## src/rtl/dkver1_peak_reader_if.sv

```systemverilog
// Host word stream of dkver1_peak_reader: one 32-bit word moves per rd_valid & rd_ready.
interface dkver1_peak_reader_if;
    logic [31:0] rd_data;
    logic        rd_valid;
    logic        rd_ready;

    modport master (output rd_data, output rd_valid, input rd_ready);
    modport slave  (input rd_data, input rd_valid, output rd_ready);
endinterface

```

## src/rtl/dkver1_peak_reader.sv

```systemverilog
// Peak event capture FIFO and three-word serializer for the host readout path.
// Optional timestamp field and counter: define DKVER1_PEAK_READER_TS_EN.
module dkver1_peak_reader #(
    parameter int unsigned FIFO_DEPTH = 16,
    parameter int unsigned CW         = $clog2(FIFO_DEPTH + 1)
) (
    input  logic                 clk,
    input  logic                 rst_n,
    input  logic                 ce,
    input  logic                 clr,
    input  logic [13:0]          peakout1,
    input  logic [13:0]          peakout2,
    input  logic [13:0]          peakout3,
    input  logic [13:0]          peakout4,
    input  logic                 peakvalid,
    dkver1_peak_reader_if.master rd,
    output logic [CW-1:0]        fifo_count,
    output logic [15:0]          overflow_cnt
);
    localparam int unsigned AW = $clog2(FIFO_DEPTH);
`ifdef DKVER1_PEAK_READER_TS_EN
    localparam int unsigned EW = 84;
`else
    localparam int unsigned EW = 68;
`endif

    typedef enum logic [1:0] {StIdle, StW0, StW1, StW2} state_e;

    state_e        state_q;
    logic [EW-1:0] mem [FIFO_DEPTH];
    logic [EW-1:0] hold_q;
    logic [EW-1:0] new_entry;
    logic [AW-1:0] wr_ptr_q, rd_ptr_q;
    logic [CW-1:0] count_q;
    logic [11:0]   seq_q;
    logic [15:0]   ovf_q;
    logic [31:0]   rd_data_q;
    logic          rd_valid_q;
    logic          capture, fifo_empty, fifo_full, pop, push;

    // Entry layout (MSB first): seq, [ts], peak4, peak3, peak2, peak1.
`ifdef DKVER1_PEAK_READER_TS_EN
    logic [15:0] ts_q;

    always_ff @(posedge clk or negedge rst_n) begin
        if (!rst_n) begin
            ts_q <= '0;
        end else if (clr) begin
            ts_q <= '0;
        end else if (ce) begin
            ts_q <= ts_q + 16'd1;
        end
    end

    assign new_entry = {seq_q, ts_q, peakout4, peakout3, peakout2, peakout1};

    function automatic logic [31:0] word0(input logic [EW-1:0] e);
        return {4'hA, e[EW-1 -: 12], e[71:56]};
    endfunction
`else
    assign new_entry = {seq_q, peakout4, peakout3, peakout2, peakout1};

    function automatic logic [31:0] word0(input logic [EW-1:0] e);
        return {4'hA, e[EW-1 -: 12], 16'h0000};
    endfunction
`endif

    function automatic logic [31:0] word1(input logic [EW-1:0] e);
        return {2'b00, e[27:14], 2'b00, e[13:0]};
    endfunction

    function automatic logic [31:0] word2(input logic [EW-1:0] e);
        return {2'b00, e[55:42], 2'b00, e[41:28]};
    endfunction

    assign capture    = ce & peakvalid & ~clr;
    assign fifo_empty = (count_q == '0);
    assign fifo_full  = (count_q == CW'(FIFO_DEPTH));
    // A pop in the same cycle frees the slot a full-FIFO push needs.
    assign pop  = ~clr & ~fifo_empty & ((state_q == StIdle) | ((state_q == StW2) & rd.rd_ready));
    assign push = capture & (~fifo_full | pop);

    always_ff @(posedge clk) begin
        if (push) begin
            mem[wr_ptr_q] <= new_entry;
        end
    end

    always_ff @(posedge clk or negedge rst_n) begin
        if (!rst_n) begin
            wr_ptr_q <= '0;
            rd_ptr_q <= '0;
            count_q  <= '0;
            seq_q    <= '0;
            ovf_q    <= '0;
        end else if (clr) begin
            wr_ptr_q <= '0;
            rd_ptr_q <= '0;
            count_q  <= '0;
            seq_q    <= '0;
            ovf_q    <= '0;
        end else begin
            if (push) wr_ptr_q <= wr_ptr_q + AW'(1);
            if (pop)  rd_ptr_q <= rd_ptr_q + AW'(1);
            if (push && !pop) begin
                count_q <= count_q + CW'(1);
            end else if (pop && !push) begin
                count_q <= count_q - CW'(1);
            end
            // Dropped events still consume a sequence number.
            if (capture) begin
                seq_q <= seq_q + 12'd1;
                if (!push && ovf_q != 16'hFFFF) ovf_q <= ovf_q + 16'd1;
            end
        end
    end

    always_ff @(posedge clk or negedge rst_n) begin
        if (!rst_n) begin
            state_q    <= StIdle;
            hold_q     <= '0;
            rd_data_q  <= '0;
            rd_valid_q <= 1'b0;
        end else if (clr) begin
            state_q    <= StIdle;
            rd_data_q  <= '0;
            rd_valid_q <= 1'b0;
        end else if (pop) begin
            hold_q     <= mem[rd_ptr_q];
            rd_data_q  <= word0(mem[rd_ptr_q]);
            rd_valid_q <= 1'b1;
            state_q    <= StW0;
        end else if (rd.rd_ready) begin
            unique case (state_q)
                StW0: begin
                    rd_data_q <= word1(hold_q);
                    state_q   <= StW1;
                end
                StW1: begin
                    rd_data_q <= word2(hold_q);
                    state_q   <= StW2;
                end
                StW2: begin
                    rd_data_q  <= '0;
                    rd_valid_q <= 1'b0;
                    state_q    <= StIdle;
                end
                default: ;
            endcase
        end
    end

    assign rd.rd_data   = rd_data_q;
    assign rd.rd_valid  = rd_valid_q;
    assign fifo_count   = count_q;
    assign overflow_cnt = ovf_q;
endmodule

```

## src/flat_wrapper.sv

```systemverilog
// flat-port wrapper written by rule: the top's interface ports become plain ports
module dkver1_peak_reader_flat 
#(
    parameter int unsigned FIFO_DEPTH = 16,
    parameter int unsigned CW         = $clog2(FIFO_DEPTH + 1)
)
  (clk, rst_n, ce, clr, peakout1, peakout2, peakout3, peakout4, peakvalid, fifo_count, overflow_cnt, rd_rd_data, rd_rd_valid, rd_rd_ready);
  dkver1_peak_reader_if rd_i ();
  input  logic clk;
  input  logic rst_n;
  input  logic ce;
  input  logic clr;
  input  logic [13:0] peakout1;
  input  logic [13:0] peakout2;
  input  logic [13:0] peakout3;
  input  logic [13:0] peakout4;
  input  logic peakvalid;
  output logic [CW-1:0] fifo_count;
  output logic [15:0] overflow_cnt;
  output wire logic [$bits(rd_i.rd_data)-1:0] rd_rd_data;
  output wire logic [$bits(rd_i.rd_valid)-1:0] rd_rd_valid;
  input wire logic [$bits(rd_i.rd_ready)-1:0] rd_rd_ready;
  assign rd_rd_data = rd_i.rd_data;
  assign rd_rd_valid = rd_i.rd_valid;
  assign rd_i.rd_ready = rd_rd_ready;
  dkver1_peak_reader #(.FIFO_DEPTH(FIFO_DEPTH), .CW(CW)) u_core (.clk(clk), .rst_n(rst_n), .ce(ce), .clr(clr), .peakout1(peakout1), .peakout2(peakout2), .peakout3(peakout3), .peakout4(peakout4), .peakvalid(peakvalid), .rd(rd_i), .fifo_count(fifo_count), .overflow_cnt(overflow_cnt));
endmodule
```

## config.mk

```make
export PLATFORM = sky130hd
export DESIGN_NAME = dkver1_peak_reader_flat
export DESIGN_NICKNAME = d
export VERILOG_FILES = /design/src/rtl/dkver1_peak_reader_if.sv /design/src/rtl/dkver1_peak_reader.sv /design/src/flat_wrapper.sv
export SDC_FILE = /design/constraint.sdc
export NUM_CORES = 1
export LEC_CHECK = 0
export CAP_MARGIN = 20
export CORE_UTILIZATION = 25
export DETAILED_ROUTE_END_ITERATION = 10
export HOLD_SLACK_MARGIN = 0.08
export PLACE_DENSITY = 0.37
export SYNTH_ARGS = -nofsm -noshare
export SYNTH_HDL_FRONTEND = slang
export SYNTH_SLANG_ARGS = --single-unit
```

## constraint.sdc

```tcl
create_clock -name clk -period 9.2 [get_ports clk]
set_clock_uncertainty 0.15 [all_clocks]
set_input_delay 0.92 -clock clk [delete_from_list [all_inputs] [get_ports clk]]
set_output_delay 0.92 -clock clk [all_outputs]
set_load 0.01 [all_outputs]
```

; Yosys cells after proc, flatten, opt, wreduce, memory -nomap -nowiden
; Memories as Yosys holds them, arrays and structs flattened.
; Index checks and enable logic that the tools add are counted.
[totals]
regBits = 132
ramBits = 1088
output_inout_bits = 54
elab_cells = 77
memories = 1
[memory_table]
columns = name, words, word_bits, read_ports, rd_ports_with_merged_regs, write_ports, line
row1 = u_core.mem, 16, 68, 1, 0, 1, dkver1_peak_reader.sv:30  ; logic [EW-1:0] mem [FIFO_DEPTH];
[classes]
addsub = 6
eq_ne = 5
muxes = 26
n_bitwise = 11
reduce_logical = 19
[op_table]
columns = op, count
row1 = $mux 32, 3
row2 = $pmux 32 s3, 1
row3 = $mux 16, 3
row4 = $mux 12, 2
row5 = $add 16x1->16 const B, 1
row6 = $mux 4, 4
row7 = $ne 16x16->1 const B, 1
row8 = $mux 5, 3
row9 = $add 12x1->12 const B, 1
row10 = $reduce_bool 3->1, 3
row11 = $add 4x1->4 const B, 2
row12 = $reduce_and 2->1, 4
row13 = $reduce_bool 2->1, 4
row14 = $and 1x1->1, 6
row15 = $mux 1, 6
row16 = $mux 2, 3
row17 = $pmux 2 s3, 1
row18 = $add 5x1->5 const B, 1
row19 = $eq 5x5->1 const B, 1
row20 = $logic_not 5->1, 1
row21 = $reduce_bool 5->1, 1
row22 = $sub 5x1->5 const B, 1
row23 = $eq 2x2->1 const B, 2
row24 = $logic_and 1x1->1, 3
row25 = other kinds (5), 9

; Depth between registers and ports, before layout
[depth]
word_depth = 11
depth_mapped = 12
depth_no_buf = 9

; Worst setup path after synthesis
; OpenSTA, ideal clock, no wires.
[synth_path]
path_type = input to register
from = input rd_rd_ready
to = memory u_core.mem[1][0], enable pin
arrival_time_ns = 8.423
required_ns = 8.388
path_slack_ns = -0.035
path_stages = 5
n_path_buf = 1
path_cell_list = buf_2 nand3_1 a41oi_1 nand2_1 nor4_1
[synth_via]
elab_chain_cells = 7
[synth_lines]
columns = item, line
row1 = from (decl), flat_wrapper.sv:22  ; input wire logic [$bits(rd_i.rd_ready)-1:0] rd_rd_ready;
row2 = $and 1x1->1, dkver1_peak_reader.sv:80  ; assign pop = ~clr & ~fifo_empty & ((state_q == StIdle) | ((state_q == StW2) & rd.rd_ready));
row3 = $or 1x1->1, dkver1_peak_reader.sv:80
row4 = $and 1x1->1, dkver1_peak_reader.sv:80
row5 = $or 1x1->1, dkver1_peak_reader.sv:81  ; assign push = capture & (~fifo_full | pop);
row6 = $and 1x1->1, dkver1_peak_reader.sv:81
row7 = $mux 1, dkver1_peak_reader.sv:84  ; if (push) begin
row8 = $mux 1 (implied by the code), dkver1_peak_reader.sv:85  ; mem[wr_ptr_q] <= new_entry;
row9 = to (decl), dkver1_peak_reader.sv:30
; Every way passes these cells.

; Worst setup path after layout
[layout_path]
from = input rd_rd_ready
to = memory u_core.mem[13][37], enable pin
; The elaborated chain is that of the path after synthesis.

==> results.sh <==
export IMPL_outcome="completed"
export IMPL_worst_ep_arrival_time_ns=4.99
export IMPL_post_cts_setup_buffer_count=0
export IMPL_cts_root_buffer="clkbuf_16"
export IMPL_rows=158
export IMPL_path_cells="clkdlybuf4s50_1 > nand3_1 > a41oi_1 > buf_4 > nand3_1 > nor2_4 > buf_4 > buf_4"
export IMPL_crit_top_cell="buf_4"
export IMPL_setup_viol=0
export IMPL_port_buffer_count=112
export IMPL_gr_usage_all_layers_pct=14.3
export IMPL_yosysWarningCount=0
export IMPL_critPathMaxFanout=36
export IMPL_clk_pin_slew_ns=0.06
export IMPL_cts_sinks=1217
export IMPL_synth_cell_types=50
export IMPL_max_clock_freq_mhz=211
export IMPL_drv_slew=0
export IMPL_tightest_slew_ns=1.16
export IMPL_cp_required_ns=9.44
export IMPL_die_x_um=436
export IMPL_dr_pass1_iters=5
export IMPL_timing_final_crit_share_pct=51.6
export IMPL_ys_seq_elements=1217
export IMPL_drc=0
export IMPL_drtAntennaViolNets=0
export IMPL_seqCellArea_um2=35900
export IMPL_power_w=0.0144
export IMPL_cts_resized=0
export IMPL_fp_coreArea_um2=186000
export IMPL_syn_area_um2=47000
export IMPL_fin_tns_setup_ns=0
export IMPL_synth_edf_count=1088
export IMPL_power_density_nw_per_um2=258
export IMPL_globalplace_congestion=0.767
export IMPL_dp_cells=4773
export IMPL_dpl_hpwl_um=81600
export IMPL_crit_slowest_cell="clkdlybuf4s50_1"
export IMPL_insertion_delay_ns=0.76
export IMPL_synth_ff_type="edfxtp_1"
export IMPL_start_util_pct=25.3
export IMPL_cp_start_kind="input port"
export IMPL_multi_input_area_um2=10600
export IMPL_grt_overflow=0
export IMPL_synth_top_area_cell="edfxtp_1"
export IMPL_whs_ns=0.390
export IMPL_drive_above_1_share_pct=21.5
export IMPL_ir_drop_v=0.000163
export IMPL_rsz0062_at_grt="false"
export IMPL_fin_cells=5027
export IMPL_grt_start_max_net_pins=105
export IMPL_dieArea_um2=190000
export IMPL_drt_total_wl_um=136000
export IMPL_drt_iter0_drc=1852
export IMPL_ctsHtreeMaxLevel=4
export IMPL_num_fill_cells=18112
export IMPL_hp_class="register to register"
export IMPL_boundaryPins=116
export IMPL_seq_area_frac_synth_pct=76.3
export IMPL_wl_per_cell_um=27.1
export IMPL_endpoint_kind="register"
export IMPL_maxSlewHeadroom_pct=22.5
export IMPL_grt_pass1_wl_um=192000
export IMPL_synthTopCellsByArea="edfxtp_1 (69%), mux4_2 (13%), dfrtp_1 (6.9%)"
export IMPL_synth_cells=2258
export IMPL_clk_path_buf_depth=3
export IMPL_async_flop_share_pct=10.6
export IMPL_syn_area_per_cell_um2=20.8
export IMPL_max_stage_delay_ns=0.84
export IMPL_viasPerCell=4.58
export IMPL_num_vias=23033
export IMPL_utilization_pct=29.9
export IMPL_max_cap_violations=0
export IMPL_area_growth_pct=18.3
export IMPL_power_leakage_nw=17.1
export IMPL_antenna_found_initial=11
export IMPL_die_h_um=436
export IMPL_cts_tree="done"
export IMPL_nNetsFinal=2507
export IMPL_synth_top_area_share_pct=69.5
export IMPL_finalHoldViolCount=0
export IMPL_worstSetupPathType="input port to register"
export IMPL_grt_pass1_vias=24090
export IMPL_numCtsBuffers=137
export IMPL_period_needed_ns=4.75
## synthesized netlist by cell type (17+ instances only)
cell	n
a221oi_1	72
clkbuf_1	49
nor2_1	153
buf_2	73
mux4_2	272
xnor2_1	22
a22oi_1	17
mux2i_1	140
edfxtp_1	1088
dfrtp_1	129
o21ai_0	31
nand2_1	29
a21oi_1	21
inv_1	23
## layer usage
layer | global-route usage, % | part of all wire [%]
met5 | 0 | 0.017
met4 | 3.76 | 2.3
met3 | 3.40 | 5.5
met2 | 21.9 | 45
met1 | 20.2 | 47
## placed cells by master (no fill, tap or decap), types with 21 or more instances in the layout
master,synthesis,final
a21oi_1,21,21
a221oi_1,72,72
buf_4,5,47
clkbuf_1,49,29
clkbuf_16,0,145
clkdlybuf4s50_1,0,110
clkinv_1,1,28
dfrtp_1,129,126
edfxtp_1,1088,1088
inv_1,23,23
mux2i_1,140,140
mux4_2,272,272
nand2_1,29,29
nor2_1,153,149
o21ai_0,31,31
xnor2_1,22,22
## sequential cells by signal, indices dropped and copies added, names as in the netlist, 4 cells and up
| register | cells |
|---|---|
| u_core.hold_q | 56 |
| u_core.fifo_count | 5 |
| u_core.rd_ptr_q | 4 |
| u_core.overflow_cnt | 16 |
| u_core.rd.rd_data | 29 |
| u_core.wr_ptr_q | 4 |
| u_core.mem | 1088 |
| u_core.seq_q | 12 |
## layout make-up
type | instances | share of cell area [%]
Antenna cell | 3 | 0.0135
Clock buffer | 184 | 6.96
Clock inverter | 66 | 0.940
Inverter | 24 | 0.162
Multi-Input combinational cell | 888 | 19.0
Sequential cell | 1217 | 64.5
Tap cell | 2480 | 5.58
Timing Repair Buffer | 165 | 2.84
## what timing repair did
action	in CTS	in global routing
hold endpoints to repair	41	0
endpoints found under the setup margin	0	0
hold buffers	1	0
## through the flow
stage	cell area (um2)	setup slack (ns)
3_5_place_dp	51200	3.64
4_1_cts	55600	4.48
3_3_place_gp	51200	3.81
5_1_grt	55600	4.16
2_1_floorplan	47000	-0.0346
6_report	55600	4.45
## where the power goes
part           switching, W  total (W)  internal (W)
Sequential         0.000305    0.00652       0.00622
Clock               0.00222    0.00537       0.00315
Combinational       0.00140    0.00246       0.00106
Total               0.00392     0.0144        0.0104
## worst max-delay path: cells and delay by family
| family | cells | cell delay (ns) |
|---|---|---|
| buffers and inverters | 4 | 2.39 |
| and+or+nand+nor | 3 | 0.88 |
| AOI/OAI and AO/OA | 1 | 0.71 |
## worst paths after layout
check / startpoint / to / slack (ns) / cells past startpoint
max: rd_rd_ready / u_core.mem[13][37] / 4.45 / 8
min: u_core.hold_q[39] / u_core.rd.rd_data[11] / 0.39 / 2
max reg2reg: u_core.state_q[1] / u_core.mem[13][37] / 4.74 / 8
min reg2reg: u_core.hold_q[39] / u_core.rd.rd_data[11] / 0.39 / 2
max in group asynchronous: rst_n / u_core.rd.rd_data[8] / 6.69 / 3
min in group asynchronous: rst_n / u_core.seq_q[6] / 0.64 / 2
## cells by family (layout without fill, tap and decap cells)
logic type | after synthesis | in the layout | synth area share (%)
other | 1 | 6 | 0.00797
buffers and inverters | 155 | 439 | 1.47
AO/OA/AOI/OAI | 175 | 175 | 2.85
multiplexers | 412 | 412 | 16.0
XOR/XNOR | 32 | 32 | 0.596
flip-flops | 1217 | 1217 | 76.3
adder cells (fa/ha/maj) | 12 | 12 | 0.335
AND/OR/NAND/NOR | 254 | 254 | 2.42
No activity file was read; power rests on OpenSTA's default activity.
